`config.mk`:
```
export PLATFORM = sky130hd
export DESIGN_NAME = bcd_digit_scanner
export DESIGN_NICKNAME = d
export VERILOG_FILES = /design/src/rtl/bcd_scan_pkg.sv /design/src/rtl/bcd_digit_scanner_prescaler.sv /design/src/rtl/bcd_digit_scanner.sv
export SDC_FILE = /design/constraint.sdc
export NUM_CORES = 1
export LEC_CHECK = 0
export ABC_AREA = 0
export CORE_MARGIN = 5
export CORE_UTILIZATION = 53
export DETAILED_ROUTE_END_ITERATION = 6
export PLACE_DENSITY = 0.79
export SETUP_SLACK_MARGIN = 0.1
export SLEW_MARGIN = 5
export SYNTH_ARGS = -nofsm -noshare
export SYNTH_HDL_FRONTEND = slang
export SYNTH_HIERARCHICAL = 1
export SYNTH_SLANG_ARGS = --single-unit
```
`constraint.sdc`:
```
create_clock -name clk -period 2.3 [get_ports clk]
set_input_delay 0.46 -clock clk [delete_from_list [all_inputs] [get_ports clk]]
set_output_delay 0.46 -clock clk [all_outputs]
set_load 0.01 [all_outputs]
```
`src/rtl/bcd_scan_pkg.sv`:
```
// Shared constants and digit extraction helper for the BCD digit scanner.
package bcd_scan_pkg;

  localparam int unsigned DIGIT_W    = 4;
  localparam int unsigned BCD_MAX    = 9;
  // Widest packed word the helper accepts; callers zero-extend narrower words.
  localparam int unsigned MAX_DIGITS = 16;
  localparam int unsigned WORD_W     = DIGIT_W * MAX_DIGITS;
  localparam int unsigned WORD_AW    = $clog2(WORD_W);

  // Return digit k (4-bit slice) of a packed BCD word.
  function automatic logic [DIGIT_W-1:0] digit_of(input logic [WORD_W-1:0] word,
                                                  input int unsigned       k);
    logic [WORD_AW-1:0] lsb;
    lsb = WORD_AW'(k * DIGIT_W);
    return word[lsb +: DIGIT_W];
  endfunction

endpackage

```
`src/rtl/bcd_digit_scanner_prescaler.sv`:
```
// Slot prescaler: counts 0..SCAN_DIV-1 and flags the terminal count.
module scan_prescaler #(
  parameter int unsigned SCAN_DIV = 1000
) (
  input  logic                        clk,
  input  logic                        rst_n,
  output logic [$clog2(SCAN_DIV)-1:0] cnt,
  output logic                        tc_c
);

  localparam int unsigned CNT_W = $clog2(SCAN_DIV);

  // Terminal count marks the last cycle of a digit slot.
  always_comb begin
    tc_c = (cnt == CNT_W'(SCAN_DIV - 1));
  end

  // Free-running slot counter.
  always_ff @(posedge clk or negedge rst_n) begin
    if (!rst_n) begin
      cnt <= '0;
    end else if (tc_c) begin
      cnt <= '0;
    end else begin
      cnt <= cnt + 1'b1;
    end
  end

endmodule

```
`src/rtl/bcd_digit_scanner.sv`:
```
// Multiplexed seven-segment digit scanner feeding a shared BCD decoder.
module bcd_digit_scanner
  import bcd_scan_pkg::*;
#(
  parameter int unsigned NUM_DIGITS = 4,
  parameter int unsigned SCAN_DIV   = 1000
) (
  input  logic                          clk,
  input  logic                          rst_n,
  input  logic                          load,
  input  logic [DIGIT_W*NUM_DIGITS-1:0] bcd_in,
  input  logic                          lamp_test,
  input  logic                          blank,
  input  logic                          rbz_en,
  output logic                          D,
  output logic                          C,
  output logic                          B,
  output logic                          A,
  output logic                          LT,
  output logic                          BI,
  output logic                          RBI,
  output logic [NUM_DIGITS-1:0]         digit_sel,
  output logic                          frame_start,
  output logic                          pending,
  output logic                          err
);

  localparam int unsigned WORD_BITS = DIGIT_W * NUM_DIGITS;
  localparam int unsigned IDX_W     = $clog2(NUM_DIGITS);
  localparam int unsigned CNT_W     = $clog2(SCAN_DIV);
  localparam logic [IDX_W-1:0] IDX_TOP = IDX_W'(NUM_DIGITS - 1);

  logic [CNT_W-1:0]     cnt;
  logic                 tc_c;
  logic [IDX_W-1:0]     idx_q;
  logic [WORD_BITS-1:0] shadow_q;
  logic [WORD_BITS-1:0] active_q;

  logic [DIGIT_W-1:0]   cur_digit;
  logic                 digit_bad;
  logic                 above_zero;
  logic                 swap;
  logic                 guard;

  scan_prescaler #(
    .SCAN_DIV (SCAN_DIV)
  ) u_prescaler (
    .clk   (clk),
    .rst_n (rst_n),
    .cnt   (cnt),
    .tc_c  (tc_c)
  );

  // Current digit decode, suppression qualifier and frame-swap condition.
  always_comb begin
    cur_digit  = digit_of(WORD_W'(active_q), 32'(idx_q));
    digit_bad  = (32'(cur_digit) > BCD_MAX);
    swap       = tc_c && (idx_q == '0);
    guard      = (cnt == '0);
    above_zero = 1'b1;
    for (int unsigned k = 0; k < NUM_DIGITS; k++) begin
      if ((k > 32'(idx_q)) && (digit_of(WORD_W'(active_q), k) != '0)) begin
        above_zero = 1'b0;
      end
    end
  end

  // Digit index walks MSD to LSD, advancing at each slot boundary.
  always_ff @(posedge clk or negedge rst_n) begin
    if (!rst_n) begin
      idx_q <= IDX_TOP;
    end else if (tc_c) begin
      idx_q <= (idx_q == '0) ? IDX_TOP : idx_q - 1'b1;
    end
  end

  // Double buffer: load fills shadow, frame swap promotes shadow to active.
  always_ff @(posedge clk or negedge rst_n) begin
    if (!rst_n) begin
      shadow_q <= '0;
      active_q <= '0;
      pending  <= 1'b0;
    end else begin
      if (load) begin
        shadow_q <= bcd_in;
      end
      if (swap) begin
        active_q <= shadow_q;
      end
      if (load) begin
        pending <= 1'b1;
      end else if (swap) begin
        pending <= 1'b0;
      end
    end
  end

  // Sticky invalid-digit flag; a bad digit this cycle wins over a clearing load.
  always_ff @(posedge clk or negedge rst_n) begin
    if (!rst_n) begin
      err <= 1'b0;
    end else if (digit_bad) begin
      err <= 1'b1;
    end else if (load) begin
      err <= 1'b0;
    end
  end

  // Registered decoder drive and digit enable.
  always_ff @(posedge clk or negedge rst_n) begin
    if (!rst_n) begin
      {D, C, B, A} <= '0;
      LT           <= 1'b1;
      BI           <= 1'b0;
      RBI          <= 1'b1;
      digit_sel    <= '0;
      frame_start  <= 1'b0;
    end else begin
      {D, C, B, A} <= cur_digit;
      LT           <= ~lamp_test;
      BI           <= ~(blank | guard | digit_bad);
      RBI          <= ~(rbz_en & (idx_q != '0) & above_zero);
      digit_sel    <= NUM_DIGITS'(1) << idx_q;
      frame_start  <= guard && (idx_q == IDX_TOP);
    end
  end

endmodule

```
# Word-level counts from Yosys, hierarchy flattened
# Index checks and enable logic that the tools add are counted.
# W data, S select, Z words.
# classes
add_sub_neg,2
order_cmp,4
eq_ne,2
shift,2
n_mux,9
bitwise,7
n_reduce_logical,13
# ops
operator,count
$shiftx A64 B5 Y4,1
$reduce_bool A4 Y1,3
$add A10 B1 Y10 const B,1
$eq A10 B10 Y1 const B,1
$logic_not A10 Y1,1
$mux W10,1
$mux W1,7
$reduce_bool A2 Y1,3
$logic_and A1 B1 Y1,5
$gt A2 B2 Y1 const A,2
$gt A4 B4 Y1 const B,1
$shl A1 B2 Y4 const A,1
$not A1 Y1,3
$and A1 B1 Y1,2
$eq A2 B2 Y1 const B,1
$gt A1 B2 Y1 const A,1
$logic_not A2 Y1,1
$mux W2,1
$or A1 B1 Y1,2
$sub A2 B1 Y2 const B,1
# totals
regBits,58
input_bits,22
output_inout_bits,14
word_cells,54

# Logic depth before layout (Yosys ltp)
# Gate-level depths: netlist of the first run.
# depth
ltp_word,7
ltp_mapped,9
depth_no_buf,7

# Modules after synthesis
# Netlist of the first run, hierarchy kept.
# modules_own_cells
module,n_inst,cells_per_inst,area_each_um2,seq_area_each_um2
bcd_digit_scanner,1,117,1879.3,1206.2
scan_prescaler,1,43,483.0,250.2

# Worst setup path before layout of the first run
# Ideal clock, no wire load.
# synth_path
kind,reg-to-reg
startpoint,register u_prescaler.cnt[0]
endpoint,register active_q[0]
setup_ps,125
arrival_time_ps,1915
required_time_ps,2175
setup_slack_ps,260
path_stages_with_launch,9
n_path_buf,2
period_less_slack_ps,2040
cell_sequence,dfrtp_1 > ha_1 > nand3_1 > nor3_2 > and3_1 > buf_2 > nand2_1 > buf_2 > mux2_2
# synth_via
elab_chain_len,2
# synth_lines
item,line,rtl
start: declaration,bcd_digit_scanner_prescaler.sv:7,"output logic [$clog2(SCAN_DIV)-1:0] cnt,"
start signal: assignment,bcd_digit_scanner_prescaler.sv:25,cnt <= cnt + 1'b1;
$eq A10 B10 Y1,bcd_digit_scanner_prescaler.sv:15,tc_c = (cnt == CNT_W'(SCAN_DIV - 1));
via tc_c,bcd_digit_scanner.sv:34,logic tc_c;
$logic_and A1 B1 Y1,bcd_digit_scanner.sv:58,swap = tc_c && (idx_q == '0);
end signal: assignment,bcd_digit_scanner.sv:88,active_q <= shadow_q;
end: declaration,bcd_digit_scanner.sv:37,logic [WORD_BITS-1:0] active_q;
# The timed path passes the listed nets, and every way through them passes these cells.
# A chain may end at the register's enable or synchronous reset.

# Worst setup path in the final report of the first run
# layout_path
startpoint,register u_prescaler.cnt[0]
endpoint,register active_q[1]
# The elaborated chain is that of the path after synthesis.

==> results of run 1 <==
==> layout by cell type (no fill, tap or decap), types with 2 or more instances in the layout <==
cell type,n
mux4_2,2
buf_4,3
and3_1,3
nand3_1,6
clkinv_2,2
clkdlybuf4s50_1,34
and3_4,2
inv_1,5
bufinv_16,3
nor2_1,9
mux2_2,32
nor4_1,4
dfstp_2,4
a21oi_1,3
dfrtp_1,54
nand2_1,4
xnor2_1,2
mux4_1,2
xor2_1,3
ha_1,5
clkbuf_8,11
==> through the flow <==
step / area, µm² / cells / worst slack (ns) / hold slack [ns]
after floorplan: 2360 / 160 / 0.260 / 0.164
after global placement: 2780 / 245 / 0.502 / 0.471
after detailed placement: 2780 / 245 / 0.437 / 0.477
after CTS: 3030 / 261 / 0.414 / 0.151
after global routing: 3030 / 261 / 0.264 / 0.180
final: 3030 / 261 / 0.417 / 0.145
==> worst max-delay path, cell delays in order (launching register included) <==
cell	delay, ns
dfrtp_1	0.43
ha_1	0.26
nand3_1	0.11
nor3_2	0.19
and3_1	0.21
nand2_1	0.06
buf_4	0.20
mux2_2	0.29
==> final cells by class <==
cell class | count | area (µm²) | share of cell area
clock buffers | 11 | 151 | 0.0499
clock inverters | 5 | 100 | 0.0330
inverters | 5 | 18.8 | 0.00619
multi-input cells | 91 | 853 | 0.281
flip-flops and latches | 58 | 1460 | 0.480
well taps | 52 | 65.1 | 0.0215
repair buffers | 39 | 388 | 0.128
==> cell families after synthesis <==
family                   synth area share
AND/OR/NAND/NOR                    0.0826
multiplexers                        0.194
buffers and inverters              0.0222
adder cells (fa/ha/maj)            0.0265
XOR/XNOR                           0.0185
AO/OA/AOI/OAI                      0.0397
flip-flops                          0.617
==> power by group <==
group	internal, mW	total [mW]	switching (mW)
Clock	0.775	1.16	0.387
Sequential	1.05	1.07	0.0171
Combinational	0.0635	0.103	0.0394
Total	1.89	2.33	0.443
==> layer usage <==
| metal | track usage | part of all wire | routed length (µm) |
|---|---|---|---|
| met5 | 0 | 0 | 0 |
| met2 | 0.283 | 0.53 | 2330 |
| met3 | 0.0468 | 0.041 | 183 |
| met4 | 0.0979 | 0.023 | 101 |
| met1 | 0.196 | 0.41 | 1800 |
==> final timing paths <==
check,startpoint,to,slack (ns),depth (start not counted)
worst max-delay path,u_prescaler/cnt[0]$_DFF_PN0_,active_q[1]$_DFFE_PN0P_,0.42,7
worst min-delay path,rst_n,u_prescaler/cnt[8]$_DFF_PN0_,0.14,1
worst max register to register,u_prescaler/cnt[0]$_DFF_PN0_,active_q[1]$_DFFE_PN0P_,0.42,7
worst min register to register,err$_DFFE_PN0P_,err$_DFFE_PN0P_,0.49,1
max in group asynchronous,rst_n,idx_q[1]$_DFFE_PN1P_,1.51,2
min in group clk,err$_DFFE_PN0P_,err$_DFFE_PN0P_,0.49,1
==> registers in the layout, indices dropped and copies added (netlist names) <==
signal	cells
A	1
digit_sel	4
LT	1
idx_q	2
active_q	16
err	1
frame_start	1
D	1
BI	1
u_prescaler/cnt	10
B	1
pending	1
shadow_q	16
RBI	1
C	1
==> out/qor.csv, run 1 <==
metric;value;unit
CP endpoint kind;register;
HP Class;in2async;
CP required;2.51;ns
total number of yosys warnings;6;
Initial Util;0.543;
Clock Sinks;58;
TritonCTS Buffers;9;
crit start category;register;
first-pass GRT wire length;7690;µm
Post-CTS Setup Inserts;0;
final net count;231;
clk slew on worst S/H paths;0.06;ns
Crit Path Category;reg2reg;
mean area per synthesized cell;14.8;µm²
Setup TNS;0;ns
top post-synthesis cells by count;dfrtp_1 (54), mux2_2 (32), nor2_1 (9), nand3_1 (6);
fin crit period;1.88;ns
drt first-iter violations;88;
Util after Layout;0.697;
Leakage;1.39;nW
via count;1423;
core area;4350;µm²
post-route ant nets;0;
initial antenna violation count;0;
most common cell in the netlist;dfrtp_1;
Pre-antenna DRT Iters;4;
fin crit share;0.819;
die outline width;76.8;µm
cts repair resizes;0;
Fillers;281;
post-synth top area share;0.572;
detailed-route wire length per cell;16.9;µm
top cells by area, synth;dfrtp_1 (57%), mux2_2 (15%), dfstp_2 (4.4%);
ant diodes;0;
status;finished, final reports clean;
largest net degree at the start of global routing;32;
crit-path max FO;17;
cts hold-fix bufs;0;
clock buffer depth;2;
CP Data Arrival Time;2.09;ns
H-tree levels;3;
unrepaired setup endpoints after global routing;false;
leading area contributor after synthesis;dfrtp_1;
Max Slew Vio Count;0;
gr usage total;0.170;
input/output buffers;35;
global route total overflow;0;
Top FF cell, synth;dfrtp_1;
die height;76.8;µm
Pwr Total;2.33;mW
Synth async-reset ratio;1.00;
io pins;36;
#FFs+latches synth;58;
total wire length;4410;µm
cell row count;24;
sequential share of the synthesized area;0.617;
Synth cell types;33;
VDD IR-drop max;0.690;mV
number of global-route vias before repair;1575;
Setup Viol. Count Final;0;
layout cells sized above 1;0.316;
clock tree from TritonCTS;built;
Mapped Cells;160;
FMAX;0.531;GHz
cell area power density;769;nW/µm²
DRC errors left;0;
synthesized cell area;2360;µm²
Max-Slew Margin vs Limit;0.583;
Max Cap Viol;0;
Final Wtd Congestion;0.802;
number of synthesized flops with an enable pin;0;
Slew @ Worst Pin;0.626;ns
Die ar.;5890;µm²
clock latency on the worst-skew pair;0.33;ns
vias per cell;5.45;
P&R area growth vs syn;28.4;%
Root Driver;clkbuf_8;
DP Wirelength;3250;µm
syn nets;187;
final hold viol count;0;
Worst Skew;0.00613;ns
Note: power is estimated with default switching activity, not from simulation.
==> run 2: changes to the inputs <==
- clock period: 2.3 -> 1.75 ns (I/O delays scaled with it)
==> out/qor.csv, run 2 (same netlist as run 1, synthesis figures left out) <==
metric;value;unit;change
status;finished, final reports clean;;unchanged
crit-path max FO;5;;was 17
P&R area growth vs syn;31.5;%;was 28.4%
CP endpoint kind;register;;unchanged
ant diodes;0;;unchanged
layout cells sized above 1;0.367;;was 0.316
die outline width;76.8;µm;unchanged
Worst Skew;0.00408;ns;was 0.00613 ns
total wire length;4690;µm;was 4410 µm
gr usage total;0.171;;was 0.170
Max Slew Vio Count;0;;unchanged
Leakage;1.41;nW;was 1.39 nW
TritonCTS Buffers;9;;unchanged
largest net degree at the start of global routing;25;;was 32
drt first-iter violations;46;;was 88
Pre-antenna DRT Iters;4;;unchanged
clock tree from TritonCTS;built;;unchanged
initial antenna violation count;0;;unchanged
Crit Path Category;reg2reg;;unchanged
detailed-route wire length per cell;17.2;µm;was 16.9 µm
input/output buffers;35;;unchanged
Slew @ Worst Pin;0.511;ns;was 0.626 ns
core area;4350;µm²;unchanged
DRC errors left;0;;unchanged
Die ar.;5890;µm²;unchanged
Pint;2.09;mW;was 1.89 mW
Final Wtd Congestion;0.764;;was 0.802
Root Driver;clkbuf_8;;unchanged
global route total overflow;0;;unchanged
Max Cap Viol;0;;unchanged
die height;76.8;µm;unchanged
cell row count;24;;unchanged
Switch Pwr;561;µW;was 443 µW
fin crit share;0.951;;was 0.819
clock latency on the worst-skew pair;0.33;ns;about the same
CP Data Arrival Time;1.89;ns;was 2.09 ns
Hold Worst Slack;0.483;ns;was 0.145 ns
clock buffer depth;2;;unchanged
Setup Viol. Count Final;0;;unchanged
Clock Power Share;0.419;;was 0.498
Util after Layout;0.713;;was 0.697
crit start category;register;;unchanged
vias per cell;5.49;;was 5.45
Clock Sinks;58;;unchanged
via count;1498;;was 1,423
CP required;1.98;ns;was 2.51 ns
combinational share of power;0.052;;was 0.044
busiest layer in global routing;met2;;unchanged
routing usage on met2;0.267;;was 0.283
final hold viol count;0;;unchanged
VDD IR-drop max;0.633;mV;was 0.690 mV
fin crit period;1.66;ns;was 1.88 ns
most frequent cells in the layout;dfrtp_1 (54), mux2_2 (32), clkdlybuf4s50_1 (32), buf_4 (14), clkbuf_8 (12);;was dfrtp_1 (54), clkdlybuf4s50_1 (34), mux2_2 (32), clkbuf_8 (11), nor2_1 (9)
unrepaired setup endpoints after global routing;true;;was false
Seq pwr share;0.529;;was 0.458
Regs by FF count;active_q: 16 flops, shadow_q: 16 flops, u_prescaler/cnt: 10 flops;;unchanged
HP Class;reg2reg;;was in2async
Fillers;271;;was 281
GRT met3 Usage;0.0761;;was 0.0468
number of global-route vias before repair;1574;;was 1,575
commonest non-fill, non-tap cell in the layout;dfrtp_1;;unchanged
io pins;36;;unchanged
FMAX;0.601;GHz;was 0.531 GHz
Max-Slew Margin vs Limit;0.659;;was 0.583
Sw Share;0.211;;was 0.190
clk slew on worst S/H paths;0.06;ns;about the same
met1 Use GR;0.210;;was 0.196
Initial Util;0.543;;unchanged
cell area power density;855;nW/µm²;was 769 nW/µm²
first-pass GRT wire length;7870;µm;was 7690 µm
post-route ant nets;0;;unchanged
DP Wirelength;3370;µm;was 3250 µm
final net count;243;;was 231
H-tree levels;3;;unchanged
## run 2: changes by cell type in the layout (fill, tap and decap cells not counted), sizes merged
| cell | before | now |
|---|---|---|
| clkbuf | 11 | 14 |
| nand2 | 4 | 5 |
| dlygate4sd2 | 0 | 2 |
| clkdlybuf4s50 | 34 | 32 |
| buf | 5 | 15 |
| dlygate4sd3 | 0 | 1 |
| bufinv | 3 | 0 |
## run 2: per-stage QoR
stage / TNS, ns / instances / power (mW) / instance area, µm² / setup slack (ns)
2_1_floorplan: -0.484 / 160 / 1.47 / 2410 / -0.0538
4_1_cts: 0 / 269 / 2.68 / 3050 / 0.0955
5_1_grt: 0 / 273 / 2.77 / 3110 / 0.0559
3_3_place_gp: 0 / 251 / 1.56 / 2850 / 0.0665
3_5_place_dp: -0.00368 / 251 / 1.57 / 2850 / -0.00368
6_report: 0 / 273 / 2.65 / 3110 / 0.0862
## run 2: layout make-up
class	instances	area [µm²]	share of cell area
flip-flops and latches	58	1460	0.469
multi-input cells	92	925	0.298
repair buffers	50	458	0.147
clock buffers	14	173	0.0556
well taps	52	65.1	0.0210
inverters	5	18.8	0.00604
clock inverters	2	10.0	0.00322
## run 2: path summary, 6_finish.rpt
check / slack, ns / cells past startpoint / to / start
min reg2reg: 0.48 / 2 / pending$_DFFE_PN0P_ / pending$_DFFE_PN0P_
max reg2reg: 0.09 / 3 / err$_DFFE_PN0P_ / idx_q[0]$_DFFE_PN1P_
min: 0.48 / 2 / pending$_DFFE_PN0P_ / pending$_DFFE_PN0P_
max: 0.09 / 3 / err$_DFFE_PN0P_ / idx_q[0]$_DFFE_PN1P_
min in group asynchronous: 0.53 / 2 / pending$_DFFE_PN0P_ / rst_n
max in group asynchronous: 0.66 / 3 / u_prescaler/cnt[5]$_DFF_PN0_ / rst_n
## run 2: timing repair
action | in CTS | in global routing
hold buffers | 1 | 0
hold endpoints to repair | 16 | 0
setup endpoints to repair | 21 | 18
resized for setup | 5 | 4
buffers inserted | 1 | 3
pin swaps | 2 | 1
cloned | 0 | 1
## run 2: critical path, cell delays in order, from the launching register on
cell and delay, ns:
dfstp_2 0.61, mux4_2 0.53, o21a_1 0.23, a21o_2 0.18
## run 2: power groups by stage
stage | combinational, mW | sequential, mW | clock (mW)
global placement | 0.133 | 1.42 | 0
finish | 0.138 | 1.40 | 1.11
detailed placement | 0.140 | 1.43 | 0
CTS | 0.142 | 1.40 | 1.14
global route | 0.154 | 1.41 | 1.21
floorplan | 0.0477 | 1.42 | 0
## run 2: metal layers
layer,part of all wire,vias to the layer above
li1,-,690
met4,0.014,0
met1,0.42,757
met2,0.50,44
met3,0.068,7
met5,0,-
==> RTL edit (config.mk and constraints of run 1) <==
`SCAN_DIV` is set to 1000 in 2 places; all go to 500.
--- a/src/rtl/bcd_digit_scanner_prescaler.sv
+++ b/src/rtl/bcd_digit_scanner_prescaler.sv
@@ -1,5 +1,5 @@
 // Slot prescaler: counts 0..SCAN_DIV-1 and flags the terminal count.
 module scan_prescaler #(
-  parameter int unsigned SCAN_DIV = 1000
+  parameter int unsigned SCAN_DIV = 500
 ) (
   input  logic                        clk,
--- a/src/rtl/bcd_digit_scanner.sv
+++ b/src/rtl/bcd_digit_scanner.sv
@@ -4,5 +4,5 @@
 #(
   parameter int unsigned NUM_DIGITS = 4,
-  parameter int unsigned SCAN_DIV   = 1000
+  parameter int unsigned SCAN_DIV   = 500
 ) (
   input  logic                          clk,
Formal check against the unedited RTL: same outputs for any inputs over 10 cycles, from zero or initial values and one cycle with rst_n low; that may be too few to reach the edited logic, so the function may still have changed.
==> RTL edit against run 1 <==
  * Clock skew decreased by 0.0016 ns
  * Via count rose by 2.4%
  * Cell area down 2.3%
  * Maximum frequency up 2.9%
  * Register-to-register slack better by 0.09 ns
  * Power fell by 11%
  * Count of clock-buffer cells in the layout is 1 higher
  * Core utilization decreased by 1.1 points
  * Area after synthesis down 0.53%
  * Wire length grew 0.23%
  * Largest cell class unchanged
  * First-iteration DRC count grew 8.0%
  * Worst setup slack better by 0.053 ns
  * Sequential cell count shrank 1
==> RTL edit: results <==
metrics = {
    "clock_tree": {
        "cts.root.buffer_cell": "clkbuf_8",
        "clk_path_buf_depth": 2,
        "path_clk_slew_ns": 0.06,
    },
    "placed_design": {
        "post-place-ws_ns": 0.509,
        "globalplace.congestion": 0.906,
        "post_dp_cell_area_mm2": 0.00277,
        "dp_hpwl_mm": 3.21,
    },
    "global_routing": {
        "grt_usage_pct": 17.2,
        "grt_max_degree": 32,
        "grt_pass1_vias": 1574,
    },
    "power_and_ir_drop": {
        "p_comb_share_pct": 4.9,
        "power.leakage_uw": 0.00134,
        "p_seq_uw": 1050,
        "intPower_uw": 1650,
        "peakVddDrop_mv": 0.469,
        "powerComb_uw": 101,
    },
    "yosys": {
        "ys_seq_area_share_pct": 60.9,
        "syn_nets": 193,
        "ys_types": 41,
        "yosys-top-cells-area": "dfrtp_1, mux2_2, dfstp_2",
        "synthTopCellsByCount": "dfrtp_1, mux2_2, nand2_1, inv_1, nor2_1",
    },
    "route": {
        "vias_per_cell": 5.48,
        "wl_per_cell_um": 16.6,
        "drtIter0Drc": 95,
    },
    "sta": {
        "worst_slew_pin_slew_ns": 0.601,
        "clock_skew_ns": 0.00455,
    },
    "final_layout": {
        "final_nets": 237,
        "fill_cells": 305,
        "largestRegisters": "active_q: 16 flops, shadow_q: 16 flops, u_prescaler/cnt: 9 flops",
        "drive_gt1_share_pct": 29.4,
    },
    "critical_path": {
        "critPathMaxFanout": 1,
        "cp.arrival_ns": 1.37,
        "cp_slowest_cell": "clkdlybuf4s50_1",
        "r2r_start": "idx_q[0]$_DFFE_PN1P_",
        "cpPeakStageDelay_ns": 0.53,
        "startpoint": "RBI$_DFF_PN1_",
        "path_delay_family": "buffers and inverters",
    },
    "status": {
        "run_status": "finished, final reports clean",
    },
}
[RTL edit: cell count changes after synthesis, moves of 3 or more]
cell,before,now
nand3_1,6,2
o21ai_0,0,3
and3_1,3,0
nor2_1,9,6
xor2_1,3,0
nand2_1,4,11
[RTL edit: per-stage QoR]
stage | hold WS, ns | utilization, % | std cells
floorplan | 0.164 | - | 166
global placement | 0.463 | 64.0 | 251
detailed placement | 0.468 | 64.0 | 251
CTS | 0.141 | 68.5 | 266
global route | 0.175 | 68.5 | 266
finish | 0.138 | 68.5 | 266
[RTL edit: area by class of cell]
class                   instances  area, µm²  share of cell area [%]
flip-flops and latches         57       1430                    48.3
multi-input cells              96        858                    29.0
repair buffers                 39        388                    13.1
clock buffers                  12        155                    5.23
well taps                      52       65.1                    2.20
clock inverters                 3       40.0                    1.35
inverters                       7       26.3                   0.886
[RTL edit: worst paths after layout]
check,endpoint,slack [ns],cells after the start
min,u_prescaler/cnt[6]$_DFF_PN0_,0.14,1
max reg2reg,active_q[9]$_DFFE_PN0P_,0.51,5
min in group clk,err$_DFFE_PN0P_,0.47,1
max in group asynchronous,idx_q[1]$_DFFE_PN1P_,1.51,2
min reg2reg,err$_DFFE_PN0P_,0.47,1
max,RBI,0.47,1
[RTL edit: cell families (layout without fill, tap and decap cells)]
family	count (synthesis)	count (layout)	share of synthesized area, %
flops	57	57	60.9
simple gates	39	39	9.48
mux	37	37	19.8
compound gates	14	14	4.26
buf+inv	13	61	2.56
fa+ha+maj	5	5	2.66
xor+xnor	1	1	0.373
[RTL edit: routing by layer]
metal	GRT usage [%]	wire length [µm]	share of wire (%)
met1	21.8	1900	43
met2	26.0	2170	49
met3	5.20	237	5.4
met4	10.3	116	2.6
met5	0	0	0
